===== src/rtl/rst_sequencer.sv =====
// ---------------------------------------------------------------------------
// rst_sequencer
//
// Staged reset controller. All NUM_STAGES reset outputs start asserted; after
// HOLD_CYCLES they are released one at a time in index order. Each released
// stage must report ready before the next stage is released after GAP_CYCLES.
// A stage that stays silent for TIMEOUT cycles is logged in a sticky error
// and the sequence continues as if it had reported ready. A software request
// restarts the whole sequence and is acknowledged when it completes.
//
// Ports
//   i_clk          clock, all logic on posedge
//   i_rst          asynchronous active-high reset
//   i_sw_rst_req   software reset request, level, sampled every cycle
//   o_sw_rst_ack   1-cycle pulse when a software-requested sequence completes
//   i_stage_ready  per-stage "out of reset" feedback
//   o_stage_rst    per-stage reset, active-high, registered
//   o_busy         sequence in progress
//   o_done         all stages released
//   o_timeout_err  sticky: some stage missed TIMEOUT
//   o_err_stage    index of the first stage that timed out
//   o_dbg_state    current FSM state encoding (debug visibility)
//
// Request/acknowledge semantics: i_sw_rst_req is a level sampled on every
// posedge. In DONE it restarts the sequence on the next edge. While busy it
// sets a single pending flag (repeats collapse); the pending restart is taken
// after a one-cycle DONE visit. o_sw_rst_ack pulses in the first DONE cycle of
// every sequence that was started by software, never for the power-on one.
// ---------------------------------------------------------------------------
module rst_sequencer #(
  parameter int NUM_STAGES  = 3,
  parameter int HOLD_CYCLES = 8,
  parameter int GAP_CYCLES  = 4,
  parameter int TIMEOUT     = 64
) (
  input  logic                  i_clk,
  input  logic                  i_rst,
  input  logic                  i_sw_rst_req,
  output logic                  o_sw_rst_ack,
  input  logic [NUM_STAGES-1:0] i_stage_ready,
  output logic [NUM_STAGES-1:0] o_stage_rst,
  output logic                  o_busy,
  output logic                  o_done,
  output logic                  o_timeout_err,
  output logic [3:0]            o_err_stage,
  output logic [2:0]            o_dbg_state
);

  typedef enum logic [2:0] {
    ST_HOLD     = 3'd0,
    ST_RELEASE  = 3'd1,
    ST_WAIT_RDY = 3'd2,
    ST_GAP      = 3'd3,
    ST_DONE     = 3'd4
  } state_t;

  localparam int MAXV_HG = (HOLD_CYCLES > GAP_CYCLES) ? HOLD_CYCLES : GAP_CYCLES;
  localparam int MAXV    = (MAXV_HG > TIMEOUT) ? MAXV_HG : TIMEOUT;
  localparam int CW      = $clog2(MAXV + 1);
  localparam int IW      = (NUM_STAGES > 1) ? $clog2(NUM_STAGES) : 1;

  localparam logic [CW-1:0] HOLD_LAST = CW'(HOLD_CYCLES - 1);
  localparam logic [CW-1:0] GAP_LAST  = CW'((GAP_CYCLES > 0) ? GAP_CYCLES - 1 : 0);
  localparam logic [CW-1:0] TMO_VAL   = CW'(TIMEOUT);
  localparam logic [IW-1:0] LAST_IDX  = IW'(NUM_STAGES - 1);

  state_t                r_state;
  state_t                w_next;
  logic [CW-1:0]         r_count;
  logic [IW-1:0]         r_idx;
  logic [NUM_STAGES-1:0] r_stage_rst;
  logic                  r_timeout_err;
  logic [3:0]            r_err_stage;
  logic                  r_pending;
  logic                  r_sw_seq;
  logic                  r_ack;

  logic w_ready;
  logic w_last;
  logic w_tmo;
  logic w_accept;
  logic w_restart;

  always_comb begin
    w_ready   = i_stage_ready[r_idx];
    w_last    = (r_idx == LAST_IDX);
    // Ready wins over a timeout landing in the same cycle.
    w_tmo     = !w_ready && (r_count == TMO_VAL);
    w_accept  = w_ready || (r_count == TMO_VAL);
    w_restart = (r_state == ST_DONE) && (i_sw_rst_req || r_pending);
  end

  // Next-state logic. HOLD releases stage 0 itself on its final edge so the
  // first low cycle of stage 0 is HOLD_CYCLES+1; later stages spend one cycle
  // in RELEASE after their gap.
  always_comb begin
    w_next = r_state;
    case (r_state)
      ST_HOLD: begin
        if (r_count == HOLD_LAST) w_next = ST_WAIT_RDY;
      end
      ST_RELEASE: begin
        w_next = ST_WAIT_RDY;
      end
      ST_WAIT_RDY: begin
        if (w_accept) begin
          if (w_last)               w_next = ST_DONE;
          else if (GAP_CYCLES == 0) w_next = ST_RELEASE;
          else                      w_next = ST_GAP;
        end
      end
      ST_GAP: begin
        if (r_count == GAP_LAST) w_next = ST_RELEASE;
      end
      ST_DONE: begin
        if (w_restart) w_next = ST_HOLD;
      end
      default: w_next = ST_HOLD;
    endcase
  end

  always_ff @(posedge i_clk or posedge i_rst) begin
    if (i_rst) r_state <= ST_HOLD;
    else       r_state <= w_next;
  end

  always_ff @(posedge i_clk or posedge i_rst) begin
    if (i_rst) begin
      r_count       <= '0;
      r_idx         <= '0;
      r_stage_rst   <= '1;
      r_timeout_err <= 1'b0;
      r_err_stage   <= 4'd0;
      r_pending     <= 1'b0;
      r_sw_seq      <= 1'b0;
      r_ack         <= 1'b0;
    end else begin
      r_ack <= (r_state != ST_DONE) && (w_next == ST_DONE) && r_sw_seq;

      // One shared counter, cleared on every state change and frozen in the
      // states that do not time anything, so it can never wrap.
      if (w_next != r_state)
        r_count <= '0;
      else if (r_state == ST_HOLD || r_state == ST_WAIT_RDY || r_state == ST_GAP)
        r_count <= r_count + CW'(1);

      if (w_restart)
        r_pending <= 1'b0;
      else if (i_sw_rst_req && r_state != ST_DONE)
        r_pending <= 1'b1;

      case (r_state)
        ST_HOLD: begin
          if (w_next == ST_WAIT_RDY) r_stage_rst[0] <= 1'b0;
        end
        ST_RELEASE: begin
          r_stage_rst[r_idx] <= 1'b0;
        end
        ST_WAIT_RDY: begin
          if (w_tmo && !r_timeout_err) begin
            r_timeout_err <= 1'b1;
            r_err_stage   <= 4'(r_idx);
          end
          if (w_next == ST_RELEASE) r_idx <= r_idx + IW'(1);
        end
        ST_GAP: begin
          if (w_next == ST_RELEASE) r_idx <= r_idx + IW'(1);
        end
        ST_DONE: begin
          if (w_restart) begin
            r_stage_rst   <= '1;
            r_idx         <= '0;
            r_timeout_err <= 1'b0;
            r_err_stage   <= 4'd0;
            r_sw_seq      <= 1'b1;
          end
        end
        default: ;
      endcase
    end
  end

  assign o_stage_rst   = r_stage_rst;
  assign o_busy        = (r_state != ST_DONE);
  assign o_done        = (r_state == ST_DONE);
  assign o_sw_rst_ack  = r_ack;
  assign o_timeout_err = r_timeout_err;
  assign o_err_stage   = r_err_stage;
  assign o_dbg_state   = r_state;

endmodule


===== config.mk =====
export PLATFORM = sky130hd
export DESIGN_NAME = rst_sequencer
export DESIGN_NICKNAME = d
export VERILOG_FILES = /design/src/rtl/rst_sequencer.sv
export SDC_FILE = /design/constraint.sdc
export NUM_CORES = 1
export LEC_CHECK = 0
export BUFFER_PORTS_ARGS = -buffer_cell sky130_fd_sc_hd__buf_4
export CAP_MARGIN = 20
export CORE_ASPECT_RATIO = 1.25
export CORE_MARGIN = 2
export CORE_UTILIZATION = 55
export DETAILED_ROUTE_END_ITERATION = 8
export PLACE_DENSITY = 0.74
export SETUP_SLACK_MARGIN = 0.05
export SYNTH_ARGS = -nofsm -noshare
export SYNTH_HDL_FRONTEND = slang
export SYNTH_SLANG_ARGS = --single-unit

===== constraint.sdc =====
create_clock -name i_clk -period 2 [get_ports i_clk]
set_clock_uncertainty 0.2 [all_clocks]
set_input_delay 0.4 -clock i_clk [delete_from_list [all_inputs] [get_ports i_clk]]
set_output_delay 0.4 -clock i_clk [all_outputs]
set_load 0.1 [all_outputs]

==> key figures, run 1 <==
Min path
  • Min-Delay Path Depth: 3
  • HP Start: i_sw_rst_req
  • Min-delay worst type: primary input to register
  • Hold EP: r_pending

Worst setup path
  • Worst Reg2Reg Path Length in Cells: 5
  • CP required: 1.40 ns
  • R2r endpoint: r_count[3]
  • Setup crit end kind: primary output
  • Crit Path Class: register to primary output
  • CP peak stage delay: 0.51 ns
  • Max stage delay cell, worst path: dfrtp_4
  • CP arrival: ~1.4 ns
  • CP delay by family, top: flip-flops
  • Crit path cell chain: nor3b_4 > clkinvlp_4 > buf_6
  • Crit path buffers/inverters: 2
  • R2R setup slack: ~0.1 ns
  • Worst r2r src: o_dbg_state[1]
  • Crit path max fanout: 2
  • Crit path launch type: register

Place
  • RePlAce Congestion: between 0.8 and 0.9
  • DP HPWL: 1.88 mm
  • PortBufs: 17
  • Placed cell areas: roughly 1400 um2

Route
  • Vias: 990
  • Wire length per cell: around 14 um
  • Initial DRC count: 37
  • Total wire length: approximately 2.6 mm
  • Remaining antenna violation count after routing: 0
  • Drt pass-1 iters: 5
  • Post-route DRC violation count: 0
  • Vias per inst: 5.50

Clock network
  • Max H-tree Level: 1
  • TritonCTS clock tree: done
  • CTS Sinks: 21
  • CTS Root Cell: clkbuf_4
  • Worst-path clk slew: 0.12 ns
  • CTS buffer count: 3
  • Clk buf depth: 2
  • Worst-Skew Late Latency: 0.31 ns

Synth
  • Yosys cell types: 41
  • Largest cells by area after synthesis: dfrtp_1 35%, dfstp_2 6.2%, ha_1 4.9%
  • Count leader, synth: dfrtp_1
  • Ys async rst share: 100%
  • Ys flop type: dfrtp_1
  • Area of the mapped netlist: 1270 um2
  • Synth Area per Inst: around 10 um2
  • Synth Register Bits: 21
  • YS warnings: 0
  • Post-synth EDFFs: 0
  • Area leader, netlist: dfrtp_1
  • Synth Instances: 124
  • Sequential area share after synthesis: 41.6%
  • Post-synth top cells: 18 x dfrtp_1, 11 x nor2_1, 11 x nor3_1
  • Post-synth top area share: 35.4%

Timing
  • Clock period minus worst slack: 1.98 ns
  • Final slew viol count: 0
  • Final Hold Viols: 0
  • Final worst-path cycle share: roughly 99%
  • Fin Hold WS: ~0.14 ns
  • Fmax: approximately 500 MHz
  • Final setup viols: 0
  • RSZ-0062 raised after global routing: yes

GRT
  • Met3 Usage GRT: 3.12%
  • Gr busiest metal: met2
  • Initial antenna violation count: 0
  • GRT overflow: 0
  • Total GRT Usage: 22.2%
  • Global Route met1 Usage: 27.7%
  • Pin count of the biggest net entering global routing: 22
  • First-pass GRT wire length: 4.37 mm
  • Vias in the first global route: 978
  • Met2 global-route usage: 37.2%

Floorplanning
  • Floorplan die width: 47.0 um
  • Initial Util: between 50% and 60%
  • Die outline height: 57.8 um
  • Boundary pin count: 20
  • Die ar.: around 2700 um2
  • Core area: roughly 2200 um2
  • Site row count: 19

Pwr
  • Leakage: 0.711 nW
  • Pint: 0.944 mW
  • Flop pwr share: 35.3%
  • Sw power: 0.832 mW
  • Maximum vdd drop: 0.700 mV
  • Comb power frac: a little over half
  • Switching share of total power: 46.9%
  • P per Cell Area: roughly 1100 nW/um2
  • Clock share of power: 12.0%

Outcome
  • Status: completed

Job
  • Max Cap Viol: 0

Final layout
  • # fillers: 177
  • Reg area: 536 um2
  • Share of layout cells above drive strength 1: 35.6%
  • Area grow syn2layout: 21.7%
  • Inserted Diodes: 0
  • Final instance area: 1550 um2
  • Area of the multi-input gates: 692 um2
  • Total Nets Final: between 150 and 200
metrics by stage:
step | instances | setup TNS (ns) | setup slack [ns] | power, mW | util (%)
6_report | 180 | 0 | 0.0180 | 1.78 | 70.8
5_1_grt | 180 | -0.124 | -0.0731 | 1.90 | 70.8
4_1_cts | 180 | 0 | 0.0166 | 1.75 | 69.9
3_5_place_dp | 170 | 0 | 0.187 | 1.52 | 65.6
3_3_place_gp | 170 | 0 | 0.217 | 1.50 | 65.6
2_1_floorplan | 125 | -6.73 | -1.22 | 1.35 | -
logic make-up after synthesis:
| group | share of synthesized area (%) |
|---|---|
| adders and majority gates | 4.92 |
| AOI/OAI and AO/OA | 12.3 |
| DFF | 41.6 |
| xor gates and xnor gates | 4.82 |
| other | 0.295 |
| buffers and inverters | 5.90 |
| muxes | 5.11 |
| and+or+nand+nor | 25.1 |
cell usage in the layout (no fill, tap or decap), drive strengths merged, types with 2 or more instances in the layout:
cell type and n:
a21oi 7, mux2i 5, nand3 2, xnor2 7, nand4b 2, conb 2
o21ai 4, inv 6, nand2b 2, nor3 13, nor2 11, a21o 2
dfrtp 18, nor2b 3, ha 5, clkbuf 3, nand2 10, dfstp 3
buf 26
per-layer routing:
| metal | wire, um | share of wire, % | up-vias |
|---|---|---|---|
| met1 | 1060 | 41 | 477 |
| met2 | 1340 | 52 | 33 |
| met5 | 0 | 0 | - |
| met3 | 117 | 4.5 | 7 |
| met4 | 60 | 2.3 | 0 |
| li1 | - | - | 473 |
worst min-delay path: cells and delay by family:
| kind | cells | cell delay, ns |
|---|---|---|
| AND/OR/NAND/NOR | 2 | 0.13 |
| buffers and inverters | 1 | 0.09 |
worst max-delay path by stage:
stage	slack [ns]	endpoint	cells past startpoint	from
finish	0.02	o_busy	3	o_dbg_state[1]
global route	-0.07	o_busy	3	o_dbg_state[1]
CTS	0.02	o_busy	3	o_dbg_state[1]
detailed placement	0.19	r_count[3]	4	r_count[4]
global placement	0.22	o_busy	3	o_dbg_state[1]
floorplan	-1.22	o_busy	3	o_dbg_state[1]
state kept, by name (all words and copies together) (netlist names):
name	cells
r_idx	2
r_sw_seq	1
o_dbg_state	3
r_pending	1
r_count	7
o_stage_rst	3
o_sw_rst_ack	1
o_timeout_err	1
o_err_stage	2
cell type report:
type	instances	share of cell area, %
multi-input cells	90	44.7
flip-flops and latches	21	34.6
repair buffers	27	14.5
well taps	31	2.50
inverters	7	1.94
clock buffers	3	1.45
clock inverters	1	0.323
power groups by stage:
stage | combinational, mW | clock, mW | sequential, mW
detailed placement | 0.853 | 0 | 0.662
floorplan | 0.615 | 0 | 0.736
global placement | 0.840 | 0 | 0.655
finish | 0.936 | 0.213 | 0.626
CTS | 0.913 | 0.215 | 0.625
global route | 1.02 | 0.231 | 0.642
repair_timing:
| action | 4_1_cts | 5_1_grt |
|---|---|---|
| pin swaps | 1 | 0 |
| buffers inserted | 5 | 0 |
| gates resized for setup | 5 | 4 |
| endpoints found under the setup margin | 2 | 5 |
| hold buffers | 1 | 0 |
| hold endpoints to repair | 18 | 0 |
Power figures use the tool's default switching activity.
==> run 2, diff against run 1 <==
Settings changed: REMOVE_ABC_BUFFERS from default to 1.
==> key figures, run 2 (same netlist as run 1, synthesis figures left out) <==
Floorplanning
  • Site row count: 19 (unchanged)
  • Floorplan die width: 47.0 um (unchanged)
  • Initial Util: 58.2% (unchanged)
  • Die ar.: 2720 um2 (unchanged)
  • Core area: 2190 um2 (unchanged)
  • Die outline height: 57.8 um (unchanged)
  • Boundary pin count: 20 (unchanged)

Timing
  • Final slew viol count: 0 (unchanged)
  • Setup WS post-layout: 0.0902 ns (+0.0722 ns)
  • Slew margin rel.: 61.1%
  • Fmax: 524 MHz (+3.8%)
  • RSZ-0062 raised after global routing: yes
  • Final worst-path cycle share: 95.5% (-3.6 points)
  • Final setup viols: 0 (unchanged)
  • Final Hold Viols: 0 (unchanged)
  • Clock period minus worst slack: 1.91 ns (-0.0722 ns)
  • Worst Max-Slew Pin Slew: between 0.5 and 0.6 ns
  • Sum Neg Setup Slack: 0 ns (unchanged)

Route
  • Remaining antenna violation count after routing: 0 (unchanged)
  • Vias: 981 (-0.91%)
  • Wire length per cell: 13.7 um (-4.0%)
  • Drt pass-1 iters: 4 (-1)
  • Initial DRC count: 19 (-49%)
  • Total wire length: 2.47 mm (-4.0%)
  • Vias per inst: 5.45 (-0.91%)
  • Post-route DRC violation count: 0 (unchanged)

Final layout
  • Share of the core filled with cells: 69.1% (-1.7 points)
  • # fillers: 179 (+1.1%)
  • Area grow syn2layout: 18.8%
  • Total Nets Final: 161 (unchanged)
  • Max reg flops: 7 (unchanged)
  • Inserted Diodes: 0 (unchanged)
  • Final instance area: 1510 um2 (-2.4%)
  • Share of layout cells above drive strength 1: 32.2% (-3.4 points)
  • Area of the multi-input gates: 672 um2 (-2.9%)
  • Biggest register: r_count
  • Commonest non-fill, non-tap cell in the layout: buf_4
  • Reg area: 532 um2 (-0.70%)
  • Commonest cells after routing, fill and taps aside: 24 x buf_4, 16 x dfrtp_1, 11 x nor2_1, 11 x nor3_1, 10 x nand2_1

Clock network
  • TritonCTS clock tree: done
  • Max H-tree Level: 1 (unchanged)
  • CTS buffer count: 3 (unchanged)
  • Worst-path clk slew: 0.11 ns (about the same)
  • CTS Sinks: 21 (unchanged)
  • Worst-Skew Late Latency: 0.31 ns (about the same)
  • Clk buf depth: 2 (unchanged)
  • CTS Root Cell: clkbuf_4

GRT
  • Global Route met1 Usage: 22.3% (-5.5 points)
  • Pin count of the biggest net entering global routing: 22 (unchanged)
  • Initial antenna violation count: 0 (unchanged)
  • Total GRT Usage: 20.5% (-1.7 points)
  • First-pass GRT wire length: 3.97 mm (-9.1%)
  • Met3 Usage GRT: 3.12% (unchanged)
  • GRT overflow: 0 (unchanged)
  • Vias in the first global route: 975 (-0.31%)
  • Met2 global-route usage: 36.8% (-0.39 points)
  • Gr busiest metal: met2

Pwr
  • Flop pwr share: 35.9% (+0.6 points)
  • Sw power: 0.800 mW (-3.9%)
  • Leakage: 0.704 nW (-0.89%)
  • Comb power frac: 52.1% (-0.7 points)
  • Tot Pwr: 1.73 mW (-2.3%)
  • Clock share of power: 12.0% (about the same)
  • P per Cell Area: 1150 nW/um2 (about the same)
  • Switching share of total power: 46.1% (-0.72 points)
  • Pint: 0.934 mW (-1.0%)
  • Maximum vdd drop: 0.629 mV (-10%)

Worst setup path
  • Worst r2r src: r_count[4]
  • Crit path capture: o_done
  • R2R setup slack: 0.19 ns (+0.09 ns)
  • Crit path launch type: register
  • CP arrival: 1.31 ns (-0.07 ns)
  • Crit path max fanout: 4 (+2)
  • Crit Path Class: register to primary output
  • Worst Reg2Reg Path Length in Cells: 4 (-1)
  • CP required: 1.40 ns (about the same)
  • Critical Path Source: o_dbg_state[0]
  • R2r endpoint: r_count[5]
  • Setup crit end kind: primary output

Place
  • Dpl ws: 0.178 ns (-0.00870 ns)
  • Placed cell areas: 1420 um2 (-0.70%)
  • PortBufs: 17 (unchanged)
  • DP HPWL: 1.79 mm (-4.6%)
  • RePlAce Congestion: 0.860 (+2.2%)

Job
  • Max Cap Viol: 0 (unchanged)

Min path
  • Min-delay worst type: primary input to register

Outcome
  • Status: completed
## run 2: cell count changes in the layout (fill, tap and decap cells not counted), sizes merged
cell,before,now
clkbuf,3,4
clkinv,1,0
clkinvlp,1,0
inv,6,7
## run 2: worst min-delay path by stage
stage                     cells past startpoint          from  slack, ns              to
after floorplan                               1         i_rst       0.17  o_dbg_state[0]
after detailed placement                      3         i_rst       0.26        r_sw_seq
after CTS                                     3  i_sw_rst_req       0.14       r_pending
final                                         3  i_sw_rst_req       0.16       r_pending
after global placement                        3         i_rst       0.25    o_sw_rst_ack
after global routing                          3  i_sw_rst_req       0.16       r_pending
## run 2: area by class of cell
type                       count  area share [%]
timing repair buffer          27            14.3
tap                           31            2.57
multi-input combinational     90            44.5
inverter                       7            1.74
sequential                    21            35.2
clock buffer                   4            1.74
## run 2: through the flow
stage	hold slack, ns	instances
floorplan	0.174	118
global placement	0.247	170
detailed placement	0.256	170
CTS	0.139	178
global route	0.163	180
finish	0.158	180
## run 2: worst max-delay path, stage by stage, from the launching register on
cell and delay, ns:
dfrtp_1 0.44, nor3b_4 0.29, buf_6 0.27
## run 2: repair_timing
item / 4_1_cts / 5_1_grt
gates resized for setup: 3 / 3
endpoints found under the setup margin: 2 / 1
setup buffers: 3 / 2
endpoints found under the hold margin: 18 / 0
hold buffers: 1 / 0
pin swaps: 1 / 1
## run 2: per-layer routing
metal	routed length, um	up-vias	share of wire, %
met5	0	-	0
met4	68	0	2.7
met3	65	7	2.6
met2	1380	21	56
met1	963	482	39
li1	-	471	-
## run 2: power by group through the flow
stage / Clock [mW] / Sequential, mW / Combinational [mW]
finish: 0.208 / 0.623 / 0.903
global route: 0.229 / 0.636 / 0.983
CTS: 0.213 / 0.623 / 0.897
detailed placement: 0 / 0.643 / 0.864
global placement: 0 / 0.641 / 0.855
floorplan: 0 / 0.776 / 0.533
==> run 3, diff against run 2 <==
Settings changed: CORE_UTILIZATION 55 to 50, PLACE_DENSITY 0.74 to 0.71.
Clock period 2 ns to 1.5 ns, I/O delays scaled along.
==> key figures, run 3 (same netlist as run 1, synthesis figures left out) <==
Timing
  • Clock period minus worst slack: 1.84 ns
  • RSZ-0062 raised after global routing: yes
  • Final worst-path cycle share: 123%
  • Final Hold Viols: 0 (unchanged)
  • Sum Neg Setup Slack: -5.69 ns (-5.69 ns)
  • Fmax: 544 MHz
  • Final setup viols: 25 (+25)
  • Setup WS post-layout: -0.338 ns (-0.428 ns)
  • Final slew viol count: 0 (unchanged)

GRT
  • Initial antenna violation count: 0 (unchanged)
  • First-pass GRT wire length: 5.71 mm (+44%)
  • Total GRT Usage: 26.1% (+5.6 points)
  • Pin count of the biggest net entering global routing: 22 (unchanged)
  • GRT overflow: 0 (unchanged)
  • Vias in the first global route: 1227 (+26%)

Floorplanning
  • Die ar.: 2970 um2 (+9.2%)
  • Initial Util: 52.4% (-5.8 points)
  • Boundary pin count: 20 (unchanged)
  • Die outline height: 60.4 um (+4.5%)
  • Floorplan die width: 49.1 um (+4.5%)
  • Site row count: 20 (+1)
  • Core area: 2430 um2 (+11%)

Worst setup path
  • Crit Path Class: register to register
  • CP arrival: 1.88 ns (+0.57 ns)
  • Worst Reg2Reg Path Length in Cells: 6 (+2)
  • R2r endpoint: r_count[2]
  • Critical Path Source: o_dbg_state[1]
  • CP required: 1.55 ns (+0.15 ns)
  • Most used cell along the critical path: buf_6
  • Crit path max fanout: 7 (+3)
  • Worst r2r src: o_dbg_state[1]
  • Crit path cell chain: buf_6 > buf_6 > or3_4 > a21oi_4 > o21ai_4 > nor3_2
  • Stages on the worst setup path: 6 (+4)
  • CP peak stage delay: 0.45 ns (about the same)
  • R2R setup slack: -0.34 ns (-0.53 ns)
  • Setup crit end kind: register
  • Crit path capture: r_count[2]
  • Crit path launch type: register
  • Crit path buffers/inverters: 2 (+1)
  • CP delay by family, top: simple AND/OR/NAND/NOR gates
  • Max stage delay cell, worst path: dfrtp_2

Final layout
  • Total Nets Final: 199 (+24%)
  • Share of layout cells above drive strength 1: 61.5% (+29 points)
  • Max reg flops: 7 (unchanged)
  • Commonest non-fill, non-tap cell in the layout: buf_4
  • Share of the core filled with cells: 89.3% (+20 points)
  • # fillers: 105 (-41%)
  • Commonest cells after routing, fill and taps aside: 38 x buf_4, 15 x dfrtp_1, 15 x buf_6
  • Inserted Diodes: 0 (unchanged)
  • Area grow syn2layout: 70.4%
  • Biggest register: r_count

Job
  • Max Cap Viol: 0 (unchanged)

Clock network
  • Max H-tree Level: 1 (unchanged)
  • Clk buf depth: 2 (unchanged)
  • CTS Root Cell: clkbuf_4
  • TritonCTS clock tree: done
  • CTS buffer count: 3 (unchanged)
  • Worst-path clk slew: 0.12 ns (about the same)
  • Worst-Skew Late Latency: 0.32 ns (about the same)
  • CTS Sinks: 21 (unchanged)

Outcome
  • Status: finished, violations left
  • Failing checks: setup timing

Pwr
  • P per Cell Area: 1580 nW/um2 (+37%)
  • Maximum vdd drop: 1.09 mV (+74%)
  • Leakage: 0.962 nW (+37%)

Route
  • Drt pass-1 iters: 4 (unchanged)
  • Initial DRC count: 50 (+31)
  • Wire length per cell: 20.6 um (+50%)
  • Total wire length: 4.53 mm (+83%)
  • Remaining antenna violation count after routing: 0 (unchanged)
  • Post-route DRC violation count: 0 (unchanged)
  • Vias: 1221 (+24%)
  • Vias per inst: 5.55 (+1.8%)

Place
  • PortBufs: 17 (unchanged)
  • RePlAce Congestion: 0.878 (+2.1%)
  • DP HPWL: 2.18 mm (+21%)

Min path
  • Min-delay worst type: primary input to register
[run 3: metrics by stage]
stage / cells / hold WS [ns] / power (mW) / cell area, um2 / worst slack (ns)
2_1_floorplan: 118 / 0.0743 / 1.74 / 1230 / -1.84
3_3_place_gp: 198 / 0.152 / 2.26 / 1620 / -0.186
3_5_place_dp: 198 / 0.156 / 2.30 / 1620 / -0.240
4_1_cts: 215 / 0.164 / 3.01 / 2020 / -0.307
5_1_grt: 220 / 0.225 / 3.54 / 2170 / -0.384
6_report: 220 / 0.193 / 3.42 / 2170 / -0.338
[run 3: final cells by class]
| cell class | count | area, um2 | area share [%] |
|---|---|---|---|
| Tap cell | 33 | 41.3 | 1.90 |
| Sequential cell | 21 | 533 | 24.6 |
| Clock buffer | 4 | 26.3 | 1.21 |
| Timing Repair Buffer | 65 | 679 | 31.3 |
| Inverter | 7 | 26.3 | 1.21 |
| Multi-Input combinational cell | 90 | 862 | 39.8 |
[run 3: where the power goes]
| group | internal [mW] | switching, mW |
|---|---|---|
| clock network | 0.104 | 0.190 |
| logic | 1.05 | 1.27 |
| registers | 0.685 | 0.126 |
| total | 1.83 | 1.58 |
[run 3: metal layers]
metal | GRT usage (%) | share of wire (%) | vias to the layer above
li1 | - | - | 548
met1 | 28.7 | 40 | 633
met2 | 48.5 | 54 | 28
met3 | 4.19 | 2.8 | 12
met4 | 15.1 | 3.4 | 0
met5 | 0 | 0 | -
[run 3: what timing repair did]
| item | in CTS | in global routing |
|---|---|---|
| pin swaps | 19 | 12 |
| resized for setup | 68 | 25 |
| setup buffers | 12 | 6 |
| hold buffers | 1 | 0 |
| hold endpoints to repair | 18 | 0 |
| endpoints found under the setup margin | 28 | 32 |
[run 3: worst min-delay path, stage by stage]
cell and delay (ns):
buf_4 0.09, buf_4 0.12, nor2_1 0.08, nor2_1 0.09
[run 3: how the worst min path moves through the flow]
stage | start | to | cells past startpoint | slack [ns]
floorplan | i_rst | o_dbg_state[0] | 1 | 0.07
global placement | i_rst | r_count[6] | 3 | 0.15
detailed placement | i_rst | r_count[6] | 3 | 0.16
CTS | i_sw_rst_req | r_pending | 4 | 0.16
global route | i_sw_rst_req | r_pending | 4 | 0.22
finish | i_sw_rst_req | r_pending | 4 | 0.19
